[src/rtl/loop_ctrl_deadtime_drv.sv]
// loop_ctrl_deadtime_drv
// Gate-drive sequencer for the LOOP/CONTROL power stage. A single PWM request
// is turned into complementary high-side / low-side enables for the 5V
// inverter drive bricks. It applies a programmable dead time between sides,
// a minimum on-time per side, and a sticky fault shutdown. hs_o and ls_o are
// never high together.
//
// Ports:
//   clk        system clock, rising edge
//   rst        synchronous active-high reset
//   CELV/CELG/SUB  brick supply / ground / substrate pins, no logic function
//   en         driver enable, 0 forces both sides off
//   pwm_i      PWM request, 1 = high side, 0 = low side
//   dt_cfg     dead time in cycles, sampled on entry to a dead-time state
//   fault_i    external fault, level-sensitive
//   fault_clr  fault release request
//   hs_o/ls_o  high-side / low-side enables
//   busy_o     1 while in a dead-time state
//   fault_o    1 while latched in FAULT
module loop_ctrl_deadtime_drv #(
  parameter int DT_WIDTH = 6,
  parameter int MIN_ON   = 4
) (
  input  logic                clk,
  input  logic                rst,
  input  logic                CELV,
  input  logic                CELG,
  input  logic                SUB,
  input  logic                en,
  input  logic                pwm_i,
  input  logic [DT_WIDTH-1:0] dt_cfg,
  input  logic                fault_i,
  input  logic                fault_clr,
  output logic                hs_o,
  output logic                ls_o,
  output logic                busy_o,
  output logic                fault_o
);

  // One-hot state encoding
  localparam logic [5:0] S_OFF      = 6'b000001;
  localparam logic [5:0] S_DT_TO_LS = 6'b000010;
  localparam logic [5:0] S_LS_ON    = 6'b000100;
  localparam logic [5:0] S_DT_TO_HS = 6'b001000;
  localparam logic [5:0] S_HS_ON    = 6'b010000;
  localparam logic [5:0] S_FAULT    = 6'b100000;

  // MIN_ON is at most 255, so 8 bits always hold the saturated count.
  localparam int ONC_W = 8;
  localparam logic [ONC_W-1:0]    ONC_ONE   = {{(ONC_W-1){1'b0}}, 1'b1};
  localparam logic [ONC_W-1:0]    ONC_SAT   = ONC_W'(MIN_ON);
  // The count is cleared on entry and the entry cycle is cycle 1, so the
  // release condition at an edge is "count already reached MIN_ON-1".
  localparam logic [ONC_W-1:0]    ONC_REL   = ONC_W'(MIN_ON - 1);
  localparam logic [DT_WIDTH-1:0] DT_ONE    = {{(DT_WIDTH-1){1'b0}}, 1'b1};

  logic [5:0]          state_reg, state_next;
  logic [DT_WIDTH-1:0] dtc_reg, dtc_next;
  logic [ONC_W-1:0]    onc_reg, onc_next;
  logic [DT_WIDTH-1:0] dt_load;
  logic [ONC_W-1:0]    onc_inc;
  logic                hs_reg, ls_reg, busy_reg, fault_reg;

  // Supply/substrate pins exist only for netlist connectivity.
  logic unused_pins;
  assign unused_pins = ^{CELV, CELG, SUB};

  // A zero dead time still yields one cycle with both sides off.
  assign dt_load = (dt_cfg == '0) ? DT_ONE : dt_cfg;
  assign onc_inc = (onc_reg < ONC_SAT) ? (onc_reg + ONC_ONE) : onc_reg;

  always_comb begin
    state_next = state_reg;
    dtc_next   = dtc_reg;
    onc_next   = onc_reg;
    if (fault_i) begin
      // Both sides drop at once, so no dead time is needed.
      state_next = S_FAULT;
    end else if (state_reg == S_FAULT) begin
      if (fault_clr) begin
        state_next = S_OFF;
      end
    end else if (!en) begin
      state_next = S_OFF;
    end else begin
      case (state_reg)
        S_OFF: begin
          // Start-up always goes through a dead time to the low side.
          state_next = S_DT_TO_LS;
          dtc_next   = dt_load;
        end
        S_DT_TO_LS: begin
          if (dtc_reg <= DT_ONE) begin
            state_next = S_LS_ON;
            onc_next   = '0;
          end else begin
            dtc_next = dtc_reg - DT_ONE;
          end
        end
        S_DT_TO_HS: begin
          if (dtc_reg <= DT_ONE) begin
            state_next = S_HS_ON;
            onc_next   = '0;
          end else begin
            dtc_next = dtc_reg - DT_ONE;
          end
        end
        S_LS_ON: begin
          onc_next = onc_inc;
          if (pwm_i && (onc_reg >= ONC_REL)) begin
            state_next = S_DT_TO_HS;
            dtc_next   = dt_load;
          end
        end
        S_HS_ON: begin
          onc_next = onc_inc;
          if (!pwm_i && (onc_reg >= ONC_REL)) begin
            state_next = S_DT_TO_LS;
            dtc_next   = dt_load;
          end
        end
        default: begin
          // Corrupted one-hot value: recover to a safe state.
          state_next = S_OFF;
        end
      endcase
    end
  end

  // Outputs are decoded from the next state so they move with the state.
  always_ff @(posedge clk) begin
    if (rst) begin
      state_reg <= S_OFF;
      dtc_reg   <= '0;
      onc_reg   <= '0;
      hs_reg    <= 1'b0;
      ls_reg    <= 1'b0;
      busy_reg  <= 1'b0;
      fault_reg <= 1'b0;
    end else begin
      state_reg <= state_next;
      dtc_reg   <= dtc_next;
      onc_reg   <= onc_next;
      hs_reg    <= (state_next == S_HS_ON);
      ls_reg    <= (state_next == S_LS_ON);
      busy_reg  <= (state_next == S_DT_TO_LS) || (state_next == S_DT_TO_HS);
      fault_reg <= (state_next == S_FAULT);
    end
  end

  assign hs_o    = hs_reg;
  assign ls_o    = ls_reg;
  assign busy_o  = busy_reg;
  assign fault_o = fault_reg;

endmodule

[config.mk]
export PLATFORM = sky130hd
export DESIGN_NAME = loop_ctrl_deadtime_drv
export DESIGN_NICKNAME = d
export VERILOG_FILES = /design/src/rtl/loop_ctrl_deadtime_drv.sv
export SDC_FILE = /design/constraint.sdc
export NUM_CORES = 1
export LEC_CHECK = 0
export BUFFER_PORTS_ARGS = -buffer_cell sky130_fd_sc_hd__buf_2
export CAP_MARGIN = 10
export CORE_MARGIN = 2
export CORE_UTILIZATION = 55
export CTS_CLUSTER_DIAMETER = 40
export DETAILED_ROUTE_END_ITERATION = 10
export HOLD_SLACK_MARGIN = 0.15
export PLACE_DENSITY = 0.88
export SLEW_MARGIN = 0
export SYNTH_ARGS = -nofsm -noshare
export SYNTH_HDL_FRONTEND = slang
export SYNTH_SLANG_ARGS = --single-unit
[constraint.sdc]
create_clock -name clk -period 2.9 [get_ports clk]
set_clock_uncertainty 0.2 [all_clocks]
set_input_delay 0.58 -clock clk [delete_from_list [all_inputs] [get_ports clk]]
set_output_delay 0.58 -clock clk [all_outputs]
set_load 0.01 [all_outputs]
==> results of run 1 <==
## worst max-delay path: stages, from the launching register on
cell and delay (ns):
dfxtp_1 0.53, nor3_1 0.11, and3_1 0.21, nor3b_2 0.36, nand4_2 0.37, or2_2 0.41
a21oi_1 0.14
## through the flow
stage               hold WS, ns  setup WS [ns]  std cells  area [sq um]
finish                   0.3152         0.5079        193          1375
global route             0.3292         0.2757        193          1375
CTS                      0.3171         0.5116        193          1375
detailed placement       0.2897         0.5567        189          1323
global placement         0.2816         0.6188        189          1323
floorplan                0.2518         0.8128        151          1239
## worst paths after layout
check                    start          to  slack [ns]
setup / recovery  state_reg[1]  dtc_reg[2]        0.51
hold reg to reg     onc_reg[4]  onc_reg[4]        0.32
hold / removal      onc_reg[4]  onc_reg[4]        0.32
setup reg to reg  state_reg[1]  dtc_reg[2]        0.51
## placed cells by master (no fill, tap or decap), types with 3 or more instances in the layout
cell and count:
nand3_1 5, nand2b_1 4, nor3_1 7, buf_2 15
a21oi_2 3, xor2_1 3, nand2_1 6, clkbuf_4 3
inv_1 4, ha_1 3, and2_1 5, o21ai_1 4
dfxtp_1 24, o21ai_0 4, nand4_1 3, nor2_1 28
a21oi_1 13
## cells by family after synthesis
group / share of synthesized area [%]
buffers and inverters: 3.939
AND/OR/NAND/NOR: 31.72
AO/OA/AOI/OAI: 17.37
flip-flops: 38.79
XOR/XNOR: 3.536
adder cells (fa/ha/maj): 3.031
multiplexers: 1.616
## layer usage
layer  wire [microns]  vias up  global-route usage (%)
met4               13        0                   6.579
met5                0        -                       0
met1             1055      512                   25.09
met3              108        2                   3.509
met2             1269       35                   39.10
li1                 -      557                       -
## power by group through the flow
stage | clock network (W) | logic (W) | registers (W)
after floorplan | 0 | 0.0000528 | 0.000348
after global placement | 0 | 0.0000667 | 0.000350
after detailed placement | 0 | 0.0000693 | 0.000351
after CTS | 0.000243 | 0.0000695 | 0.000344
after global routing | 0.000259 | 0.0000794 | 0.000345
final | 0.000238 | 0.0000693 | 0.000344
## layout make-up
type	instances	area, sq um	share of cell area, %
multi-input cells	117	709.4	51.59
well taps	28	35.03	2.548
clock buffers	3	22.52	1.638
clock inverters	1	30.03	2.184
inverters	4	15.01	1.092
repair buffers	16	82.58	6.005
flip-flops and latches	24	480.5	34.94
==> results.toml, run 1 <==
[drt]
postRouteAntennaNets = 0
drt_wl_total_mm = 2.447
vias_per_cell = 5.731
drt_iter0_markers = 31
firstDrtPassIters = 4
num_vias = 1106
drc = 0
wl_per_cell_microns = 12.68

[power_and_ir_drop]
switching_share_pct = 22.38
p_clk_share_pct = 36.6
peakVddDrop_mv = 0.4109
power_frac_comb_pct = 10.6
p_leak_nw = 0.5628
seq_power_share_pct = 52.8
p_per_area_nw_per_um2 = 473.7
total_power_w = 0.0006513
p_int_w = 0.0005056
power.switching_w = 0.0001458

[critical_path]
critical_path_class = "reg -> reg"
crit_arrival_ns = 2.44
endpoint_kind = "flop"
startpoint_type = "flop"
ff2ff_path_depth = 6
cp_data_required_time_ns = 2.95
worstPathMaxFanout = 12

[run]
cap_violations = 0

[final_layout]
post-route-util_pct = 63.38
area_delta_synth_final_pct = 11.01
antenna_cells = 0
num-fill-cells = 194
largest_register_ff_count = 8
drive_above_1_share_pct = 18.18
fin_nets = 184

[global_routing]
grt_max_degree = 15
antenna_found_initial = 0
track_usage_pct = 21.36
grt_pass1_wl_mm = 4.243
grt_pass1_vias = 989
grt_overflow = 0

[timing]
maxSlewViolCount = 0
setup_viol_count_final = 0
finalCritPeriodShare_pct = 82.49
fmax_ghz = 0.4180
slew_headroom_pct = 63.88
min_period_ns = 2.392
rsz0062_at_grt = "false"
finalHoldViolCount = 0
worst_slew_pin_slew_ns = 0.5368
tns_ns = 0

[synth]
yosysTopAreaCell = "dfxtp_1"
synth_area_sq_um = 1239
ys.warnings.count = 0
post-synth-top-count-cell = "nor2_1"
ys_top_cells_by_area = "dfxtp_1, nor2_1, a21oi_1"
avgSynthCellArea_sq_um = 8.203
dominantRegCellSynth = "dfxtp_1"
synth-edff-count = 0
syn_nets = 169
syn_inst = 151
synth.distinct_cells = 41
synth_commonest_cells = "nor2_1, dfxtp_1, a21oi_1"
ys_async_sr_fraction_pct = 0
yosys.area.top_type_share_pct = 38.79
ys_ff_latch = 24
seq_area_frac_synth_pct = 38.79

[floorplanning]
die_y_microns = 51.46
rows = 17
die_w_microns = 51.46
start_util_pct = 57.09
io_pins = 19
die_area_sq_um = 2648
core-area_sq_um = 2170

[clocking]
cts_resized = 0
clkTransAtPathRegs_ns = 0.13
clk-insertion-delay-late_ns = 0.31
cts_root_buf = "clkbuf_4"
cts_num_sinks = 24
cts_max_level = 1
cts_setup_buffers = 0
cts_hold_buf = 0
cts_max_path_buffers = 2
cts_tree = "built"
cts_buffers = 3

[outcome]
status = "complete, no violations"

[placement]
gp_congestion = 0.9732
hpwl_mm = 1.896
port_buffers = 15

[min_path]
hold_class = "reg -> reg"
min_path_cells = 1
Power figures use the tool's default switching activity.
==> run 2, diff against run 1 <==
Settings changed: CORE_UTILIZATION 55 to 49, PLACE_DENSITY 0.88 to 0.83.
Clock period 2.9 ns to 2.2 ns, I/O delays scaled along.
==> run 2 against run 1 <==
Clock-buffer cell count increased by 1. Routed wire length up 14%. Combinational power up 52%. Maximum frequency is 13% higher. Non-clock buffer count grew 7. Design area up 6.2%. Sequential power grew 32%. Worst hold slack lost 0.087 ns. Critical path depth unchanged. Global-route usage down 0.81 points. Power increased by 21%. Register-to-register slack worse by 0.43 ns. Critical path type unchanged.
==> results.toml, run 2 (synthesis gave the netlist of run 1 again) <==
[clocking]
cts_root_buf = "clkbuf_4"
cts_buffers = 3
clkTransAtPathRegs_ns = 0.13
cts_tree = "built"
cts_num_sinks = 24
cts_max_path_buffers = 2
clk-insertion-delay-late_ns = 0.30
cts_max_level = 1
cts_hold_buf = 0

[min_path]
min_path_cells = 3
hold_class = "in -> reg"
hold_path_end = "fault_o"
worstHoldStart = "fault_i"

[critical_path]
critical_path_class = "reg -> reg"
reg2reg_slack_ns = 0.08
crit_arrival_ns = 2.13
worstPathMaxFanout = 6
cp_top_family = "simple AND/OR/NAND/NOR gates"
r2r_end = "dtc_reg[1]"
ff2ff_path_depth = 6
crit_buf_inv = 0
crit_chain = "or3_1 > or3_4 > o22a_2 > nand4_4 > mux2i_1 > nor2_1"
cpPeakStageDelay_ns = 0.41
crit_slowest_cell = "or3_4"
endpoint_kind = "flop"
cp_data_required_time_ns = 2.20
startpoint_type = "flop"
r2r_start = "dtc_reg[4]"

[drt]
postRouteAntennaNets = 0
drc = 0
firstDrtPassIters = 4
num_vias = 1160
wl_per_cell_microns = 13.77
vias_per_cell = 5.714
drt_wl_total_mm = 2.796
drt_iter0_markers = 27

[placement]
place_ws_ns = -0.02342
port_buffers = 15
hpwl_mm = 2.121
placedCellCount = 197
detailed_place.area_sq_um = 1370
gp_congestion = 0.9149

[final_layout]
design_area_sq_um = 1460
drive_above_1_share_pct = 24.86
antenna_cells = 0
largest_register_ff_count = 8
layout_common_cells = "nor2_1, dfxtp_1, buf_2"
final_common_cell = "nor2_1"
fin_nets = 192
area_delta_synth_final_pct = 17.88
layoutNonFillerInstCount = 203

[timing]
slew_headroom_pct = 75.69
tns_ns = 0
fmax_ghz = 0.4709
min_period_ns = 2.124
maxSlewViolCount = 0
finalCritPeriodShare_pct = 96.52
setup_viol_count_final = 0
finalHoldViolCount = 0
worst_slew_pin_slew_ns = 0.3555
worst_slack_ns = 0.07650

[floorplanning]
rows = 18
io_pins = 19
die_area_sq_um = 2946
core-area_sq_um = 2432
die_w_microns = 54.28
die_y_microns = 54.28
start_util_pct = 50.93

[power_and_ir_drop]
total_power_w = 0.0007883
peakVddDrop_mv = 0.3158
p_per_area_nw_per_um2 = 539.9
p_leak_nw = 0.5969

[run]
cap_violations = 0

[global_routing]
grt_pass1_vias = 1097
track_usage_pct = 20.55
grt_overflow = 0
grt_pass1_wl_mm = 4.464
antenna_found_initial = 0
grt_max_degree = 14

[outcome]
status = "complete, no violations"
run 2: cell count changes in the layout (fill, tap and decap cells not counted), moves of 2 or more:
| cell | delta |
|---|---|
| buf_4 | +7 |
| dfxtp_1 | -3 |
| nand4_4 | +2 |
| dfxtp_2 | +3 |
run 2: metrics by stage:
stage / hold slack, ns / utilization [%]
3_3_place_gp: 0.2771 / 56.33
6_report: 0.2278 / 60.03
5_1_grt: 0.2352 / 60.03
3_5_place_dp: 0.2933 / 56.33
4_1_cts: 0.2010 / 58.38
2_1_floorplan: 0.2518 / -
run 2: layout make-up:
type / count / area (sq um)
inverter: 4 / 15.01
clock buffer: 4 / 36.28
timing repair buffer: 23 / 135.1
tap: 30 / 37.54
fill: 211 / 972.2
sequential: 24 / 484.2
multi-input combinational: 118 / 752.0
run 2: what timing repair did:
action,in CTS,in global routing
pin swaps,0,2
gates resized for setup,2,7
cloned,0,1
buffers inserted,0,1
setup endpoints to repair,4,6
run 2: worst register-to-register path: stages, from the launching register on:
cell and delay (ns):
dfxtp_1 0.35, or3_1 0.37, or3_4 0.41, o22a_2 0.26
nand4_4 0.15, mux2i_1 0.22, nor2_1 0.05
run 2: where the power goes:
group	switching [W]	leakage [nW]	total, W	internal [W]
clock	0.000129	0.0210	0.000230	0.000101
sequential	0.00000877	0.195	0.000453	0.000444
combinational	0.0000603	0.380	0.000105	0.0000452
run 2: metal layers:
metal  track usage, %  up-vias  routed length, microns
met5                0        -                       0
met2            39.56       35                    1479
li1                 -      578                       -
met1            23.39      541                    1183
met3            2.459        6                     104
met4            5.833        0                      28
run 2: worst max-delay path by stage:
stage / start / to / cells after the start
6_report: dtc_reg[4] / dtc_reg[1] / 6
2_1_floorplan: dtc_reg[3] / dtc_reg[1] / 7
5_1_grt: state_reg[3] / onc_reg[1] / 7
4_1_cts: dtc_reg[4] / dtc_reg[1] / 6
3_5_place_dp: onc_reg[1] / dtc_reg[2] / 7
3_3_place_gp: dtc_reg[4] / dtc_reg[1] / 6
